==> config.mk <==
export PLATFORM = sky130hd
export DESIGN_NAME = pipe_hazard_ctrl
export DESIGN_NICKNAME = d
export VERILOG_FILES = /design/src/rtl/pipe_hazard_ctrl.sv
export SDC_FILE = /design/constraint.sdc
export NUM_CORES = 1
export LEC_CHECK = 0
export BUFFER_PORTS_ARGS = -buffer_cell sky130_fd_sc_hd__buf_2
export CAP_MARGIN = 10
export CORE_MARGIN = 2
export CORE_UTILIZATION = 38
export DETAILED_ROUTE_END_ITERATION = 8
export PLACE_DENSITY = 0.84
export SLEW_MARGIN = 20
export SYNTH_ARGS = -nofsm -noshare
export SYNTH_HDL_FRONTEND = slang
export SYNTH_SLANG_ARGS = --single-unit
==> constraint.sdc <==
create_clock -name Clk -period 1.8 [get_ports Clk]
set_input_delay 0.18 -clock Clk [delete_from_list [all_inputs] [get_ports Clk]]
set_output_delay 0.18 -clock Clk [all_outputs]
set_load 0.02 [all_outputs]
==> src/rtl/pipe_hazard_ctrl.sv <==
// Hazard controller for the 5-stage pipeline: PC/IF-ID enables, stage flushes, EX forwarding
// selects and the overflow-exception drain/vector sequence. State updates on negedge Clk.
module pipe_hazard_ctrl #(
  parameter logic [31:0] EXC_VECTOR   = 32'h0000_0180,
  parameter int unsigned DRAIN_CYCLES = 2,
  parameter int unsigned CNT_W        = 16
) (
  input  logic             Clk,
  input  logic             Reset,
  input  logic [4:0]       ID_Rs,
  input  logic [4:0]       ID_Rt,
  input  logic             ID_UsesRt,
  input  logic [4:0]       E_Rs,
  input  logic [4:0]       E_Rt,
  input  logic [4:0]       E_Rw,
  input  logic             E_RegWr,
  input  logic             E_MemtoReg,
  input  logic [4:0]       M_Rw,
  input  logic             M_RegWr,
  input  logic             M_Jump,
  input  logic             M_Branch,
  input  logic             M_Zero,
  input  logic             M_Overflow,
  input  logic [31:0]      M_Jtarg,
  input  logic [31:0]      M_Btarg,
  input  logic [4:0]       W_Rw,
  input  logic             W_RegWr,
  output logic             PC_Write,
  output logic             IFID_Write,
  output logic             IFID_Flush,
  output logic             IDEX_Flush,
  output logic             EXMEM_Flush,
  output logic [1:0]       PC_Sel,
  output logic [31:0]      PC_Target,
  output logic [1:0]       FwdA,
  output logic [1:0]       FwdB,
  output logic             Exc_Pending,
  output logic [CNT_W-1:0] StallCnt,
  output logic [CNT_W-1:0] FlushCnt
);

  typedef enum logic [1:0] {StRun, StExcDrain, StExcVec} state_e;

  localparam logic [3:0] DrainInit = 4'(DRAIN_CYCLES - 1);

  state_e           state_q;
  logic [3:0]       drain_q;
  logic             exc_q;
  logic [CNT_W-1:0] stall_cnt_q;
  logic [CNT_W-1:0] flush_cnt_q;

  logic exc_det, redirect, load_use;
  logic stall_inc, flush_inc;

  assign exc_det  = M_Overflow & M_RegWr;
  assign redirect = M_Jump | (M_Branch & M_Zero);
  assign load_use = E_MemtoReg & E_RegWr & (E_Rw != 5'd0) &
                    ((E_Rw == ID_Rs) | (ID_UsesRt & (E_Rw == ID_Rt)));

  assign PC_Target   = M_Jump ? M_Jtarg : M_Btarg;
  assign Exc_Pending = exc_q;
  assign StallCnt    = stall_cnt_q;
  assign FlushCnt    = flush_cnt_q;

  always_comb begin
    PC_Write    = 1'b1;
    IFID_Write  = 1'b1;
    IFID_Flush  = 1'b0;
    IDEX_Flush  = 1'b0;
    EXMEM_Flush = 1'b0;
    PC_Sel      = 2'b00;
    stall_inc   = 1'b0;
    flush_inc   = 1'b0;
    if (Reset) begin
      PC_Write    = 1'b0;
      IFID_Write  = 1'b0;
      IFID_Flush  = 1'b1;
      IDEX_Flush  = 1'b1;
      EXMEM_Flush = 1'b1;
    end else begin
      unique case (state_q)
        StRun: begin
          if (exc_det) begin
            PC_Write    = 1'b0;
            IFID_Write  = 1'b0;
            IFID_Flush  = 1'b1;
            IDEX_Flush  = 1'b1;
            EXMEM_Flush = 1'b1;
            flush_inc   = 1'b1;
          end else if (redirect) begin
            // Redirect squashes the younger load-use stall, so no stall is counted.
            PC_Sel      = 2'b01;
            IFID_Flush  = 1'b1;
            IDEX_Flush  = 1'b1;
            EXMEM_Flush = 1'b1;
            flush_inc   = 1'b1;
          end else if (load_use) begin
            PC_Write   = 1'b0;
            IFID_Write = 1'b0;
            IDEX_Flush = 1'b1;
            stall_inc  = 1'b1;
          end
        end
        StExcDrain: begin
          PC_Write    = 1'b0;
          IFID_Write  = 1'b0;
          IFID_Flush  = 1'b1;
          IDEX_Flush  = 1'b1;
          EXMEM_Flush = 1'b1;
        end
        StExcVec: PC_Sel = 2'b10;
        default: ;
      endcase
    end
  end

  // MEM result has priority over WB; r0 is never forwarded.
  always_comb begin
    FwdA = 2'b00;
    FwdB = 2'b00;
    if (!Reset) begin
      if (M_RegWr && M_Rw != 5'd0 && M_Rw == E_Rs)      FwdA = 2'b01;
      else if (W_RegWr && W_Rw != 5'd0 && W_Rw == E_Rs) FwdA = 2'b10;
      if (M_RegWr && M_Rw != 5'd0 && M_Rw == E_Rt)      FwdB = 2'b01;
      else if (W_RegWr && W_Rw != 5'd0 && W_Rw == E_Rt) FwdB = 2'b10;
    end
  end

  always_ff @(negedge Clk) begin
    if (Reset) begin
      state_q     <= StRun;
      drain_q     <= 4'd0;
      exc_q       <= 1'b0;
      stall_cnt_q <= '0;
      flush_cnt_q <= '0;
    end else begin
      if (stall_inc && stall_cnt_q != '1) stall_cnt_q <= stall_cnt_q + CNT_W'(1);
      if (flush_inc && flush_cnt_q != '1) flush_cnt_q <= flush_cnt_q + CNT_W'(1);
      unique case (state_q)
        StRun: begin
          if (exc_det) begin
            state_q <= StExcDrain;
            drain_q <= DrainInit;
            exc_q   <= 1'b1;
          end
        end
        StExcDrain: begin
          if (drain_q == 4'd0) state_q <= StExcVec;
          else                 drain_q <= drain_q - 4'd1;
        end
        StExcVec: begin
          state_q <= StRun;
          exc_q   <= 1'b0;
        end
        default: state_q <= StRun;
      endcase
    end
  end

endmodule

=== Yosys cells after proc, flatten, opt, wreduce, memory -nomap -nowiden ===
Index checks and enable logic that the tools add are counted.

* Add/sub/neg operators: 3
* Eq/ne operators: 13
* Muxes and demuxes: 39
* Bitwise operators: 8
* Reduce and logical (&&, ||, !) cells: 18

{| class="wikitable"
|+ Operators with widths
! cell !! number
|-
| $add A16 B1 Y16 const B || 2
|-
| $mux W32 || 1
|-
| $ne A16 B16 Y1 const B || 2
|-
| $eq A5 B5 Y1 || 6
|-
| $mux W1 || 20
|-
| $mux W2 || 9
|-
| $reduce_bool A5 Y1 || 3
|-
| $logic_and A1 B1 Y1 || 8
|-
| $mux W4 || 2
|-
| $pmux W1 S2 || 4
|-
| $pmux W2 S2 || 2
|-
| $pmux W4 S2 || 1
|-
| $and A1 B1 Y1 || 6
|-
| $ne A2 B2 Y1 const B || 3
|-
| $logic_not A4 Y1 || 1
|-
| $reduce_and A2 Y1 || 2
|-
| $reduce_bool A2 Y1 || 2
|-
| $sub A4 B1 Y4 const B || 1
|-
| $reduce_and A3 Y1 || 1
|-
| $eq A2 B1 Y1 const B || 1
|-
| $eq A2 B2 Y1 const B || 1
|-
| $logic_not A2 Y1 || 1
|-
| $or A1 B1 Y1 || 2
|}

* Logic and storage cells: 86
* Output and inout bits: 76
* Bits in registers: 39

=== Longest topological paths before layout ===
* Depth in word-level cells: 10
* Depth in mapped cells: 8
* Gate-level depth less buffers: 8

==> run metrics <==
Worst slew margin 64.62%; drt drc 0; clock power share between 40% and 50%; CTS Buf Count 5; total grt overflow 0; vias per cell ~5.4; Layout Skew between 100 and 150 ps; DRT iter0 DRCs 243; share of synthesized flip-flops with an asynchronous set or reset 0%; drt total wl roughly 15000 microns; Critical Path AT 2420 ps; status complete, but fails checks; CTS H-tree lvls 2; design area 5674 sq um; Avg Inst Size Synth between 8 and 9 sq um; Cell Area, Synth 2753 sq um; GPL Wtd Cong ~0.93; share of the synthesized area in the top cell type approximately 28%; switching portion of total power between 30 and 40%; met3 Usage GRT around 8.5%; io pins about 190; EDFF count, synth 0; DPL Wire Length approximately 8000 microns; Die H ~90 microns; Sum Neg Setup Slack -27460 ps; num rows 31; Final Hold Viols 0; number of global-route vias before repair between 4000 and 5000; Chip Width between 80 and 90 microns; Root Buffer clkbuf_8; WL/cell approximately 20 microns; Clock Latency Late Sink 460 ps; Final Max Slew Viols 0; # fillers roughly 460; Critical Path RT ~1600 ps; largest cells by area after synthesis dfxtp_1 (28%), mux2_2 (13%), xnor2_1 (9.2%); CP Launch Type register; ys flop type dfxtp_1; crit-path cells a2111oi_4, buf_4, nor2b_4, buf_6; CP Buf/Inv Count 2; syn_nets 429; register area share after synthesis ~28%; Worst-Margin Slew 529.2 ps; Final setup viols 74; Core Area between 7000 and 8000 sq um; VDD IR max roughly 0.34 mV; GRT Total Usage between 30% and 40%; CTS Buffer Depth 2; Via Count roughly 4000; hold crit path type register to register; GRT met2 Usage between 60% and 70%; first-pass GRT wire length 19040 microns; ANT cells 0; CTS tree built; port buffer count 185; Max-Cap Viols 0; final net count ~750; Cells after Synth between 300 and 400; Int Pwr approximately 0.0018 W; Die ar. between 7000 and 8000 sq um; largest area contributor in the netlist dfxtp_1; met1 usage in global routing 30.97%; antenna-violating nets left 0; failing checks setup timing; slowest stage delay, CP 350 ps; Area Overhead vs Synth 106.1%; area post-placement 4210 sq um; Comb pwr share 29.9%; Crit-path slowest cell dfxtp_4; clk slew on worst S/H paths roughly 30 ps; fin util roughly four fifths; switching pwr 0.001146 W; largest net degree at the start of global routing 44; Setup WS post-layout -801.2 ps; Unique masters post-synth 47; Top delay family on crit path flip-flops; Setup crit end kind output pin; drt pass-1 iters 5; P_leak ~2.7 nW; CP Max Fanout 3; Setup Crit Path Kind register to output pin; RSZ-0062 raised after global routing true; Seq cells post-synth 39; synth warn 0; Sequential Power Share 30.1%; Initial Util 38.57%; layout cells sized above 1 ~68%; GRT busiest layer met2; initial antenna violation count 0; clk sinks 39; PwrDens between 500 and 600 nW/um^2
==> flip-flops by register name (all words and copies together) (netlist names) <==
| register | cells |
|---|---|
| FlushCnt | 16 |
| drain_q | 4 |
| state_q | 2 |
| StallCnt | 16 |
| Exc_Pending | 1 |
==> worst paths after layout <==
path                             startpoint      endpoint  slack, ps  cells past startpoint
worst min-delay path             drain_q[1]    drain_q[1]        540                      2
worst min register to register   drain_q[1]    drain_q[1]        540                      2
worst max register to register  StallCnt[4]  StallCnt[10]       -530                      7
worst max-delay path             state_q[0]     PC_Sel[0]       -800                      4
==> stage by stage <==
| stage | std cells | power [W] | worst slack [ps] | hold slack (ps) |
|---|---|---|---|---|
| after global placement | 634 | 0.001741 | -924.0 | 466.9 |
| after floorplan | 315 | 0.001450 | -710.2 | 485.3 |
| after global routing | 737 | 0.003106 | -981.4 | 583.4 |
| final | 737 | 0.002985 | -801.2 | 537.6 |
| after detailed placement | 634 | 0.001761 | -1003 | 482.9 |
| after CTS | 728 | 0.002849 | -766.3 | 520.0 |
==> Yosys cell counts, types with 2 or more instances <==
cell type	instances
nor2_1	35
a21o_1	2
and3_1	5
o21ai_0	6
or4_1	9
or3_1	3
nor3b_1	2
inv_1	7
nor3_2	2
nor2b_1	4
buf_4	2
dfxtp_1	39
clkbuf_1	8
o31ai_1	4
and4_1	4
xnor2_1	29
mux2_1	2
xor2_1	24
nand2_1	19
nand4_1	9
nor3_1	3
o21bai_1	2
mux2_2	32
ha_1	4
nor4_1	9
nand3_1	18
a21oi_1	12
==> per-layer routing <==
| metal | vias up | share of wire, % |
|---|---|---|
| met5 | - | 0 |
| met4 | 0 | 5.1 |
| met3 | 72 | 8.1 |
| met2 | 274 | 54 |
| met1 | 1885 | 33 |
| li1 | 1775 | - |
==> area by class of cell <==
| type | count | area, sq um | share of cell area (%) |
|---|---|---|---|
| sequential | 39 | 852.1 | 15.02 |
| tap | 99 | 123.9 | 2.183 |
| timing repair buffer | 289 | 2130 | 37.53 |
| clock inverter | 42 | 188.9 | 3.330 |
| inverter | 6 | 22.52 | 0.3969 |
| clock buffer | 5 | 68.82 | 1.213 |
| multi-input combinational | 257 | 2288 | 40.33 |
==> worst reg2reg max path, delay by kind of cell, from the launching register on <==
kind	cells	cell delay (ps)
simple gates	4	1460
buf+inv	2	210
flops	1	340
compound gates	1	290
==> cells in the final DEF (no fill, tap or decap), types with 6 or more instances in the layout <==
| cell | n |
|---|---|
| dfxtp_4 | 11 |
| xor2_1 | 22 |
| nand4_1 | 9 |
| or4_4 | 6 |
| buf_4 | 75 |
| buf_2 | 138 |
| xnor2_2 | 7 |
| mux2_2 | 32 |
| nand2_1 | 12 |
| a21oi_2 | 9 |
| dfxtp_2 | 24 |
| nand3_1 | 12 |
| xnor2_1 | 21 |
| nand2_2 | 6 |
| nor2_1 | 33 |
| inv_1 | 46 |
| buf_6 | 72 |
==> logic make-up (layout without fill, tap and decap cells) <==
group	after synthesis	count (layout)	synth area share, %
compound gates	35	35	9.909
xor+xnor	53	53	16.86
fa+ha+maj	4	4	1.818
buf+inv	19	342	3.182
flops	39	39	28.36
mux	35	35	14.27
simple gates	130	130	25.59
==> timing repair <==
action                     4_1_cts  5_1_grt
gates resized for setup        191       39
setup endpoints to repair       74       78
setup buffers                   49       16
hold buffers                     0        0
pin swaps                       36       31
==> power groups by stage <==
stage               clock network [W]  logic, W  registers (W)
finish                        0.00119  0.000893       0.000897
global route                  0.00127  0.000934       0.000896
CTS                           0.00113  0.000821       0.000896
detailed placement           0.000136  0.000705       0.000920
global placement             0.000136  0.000686       0.000919
floorplan                    0.000136  0.000389       0.000926
No activity file was read; power rests on OpenSTA's default activity.
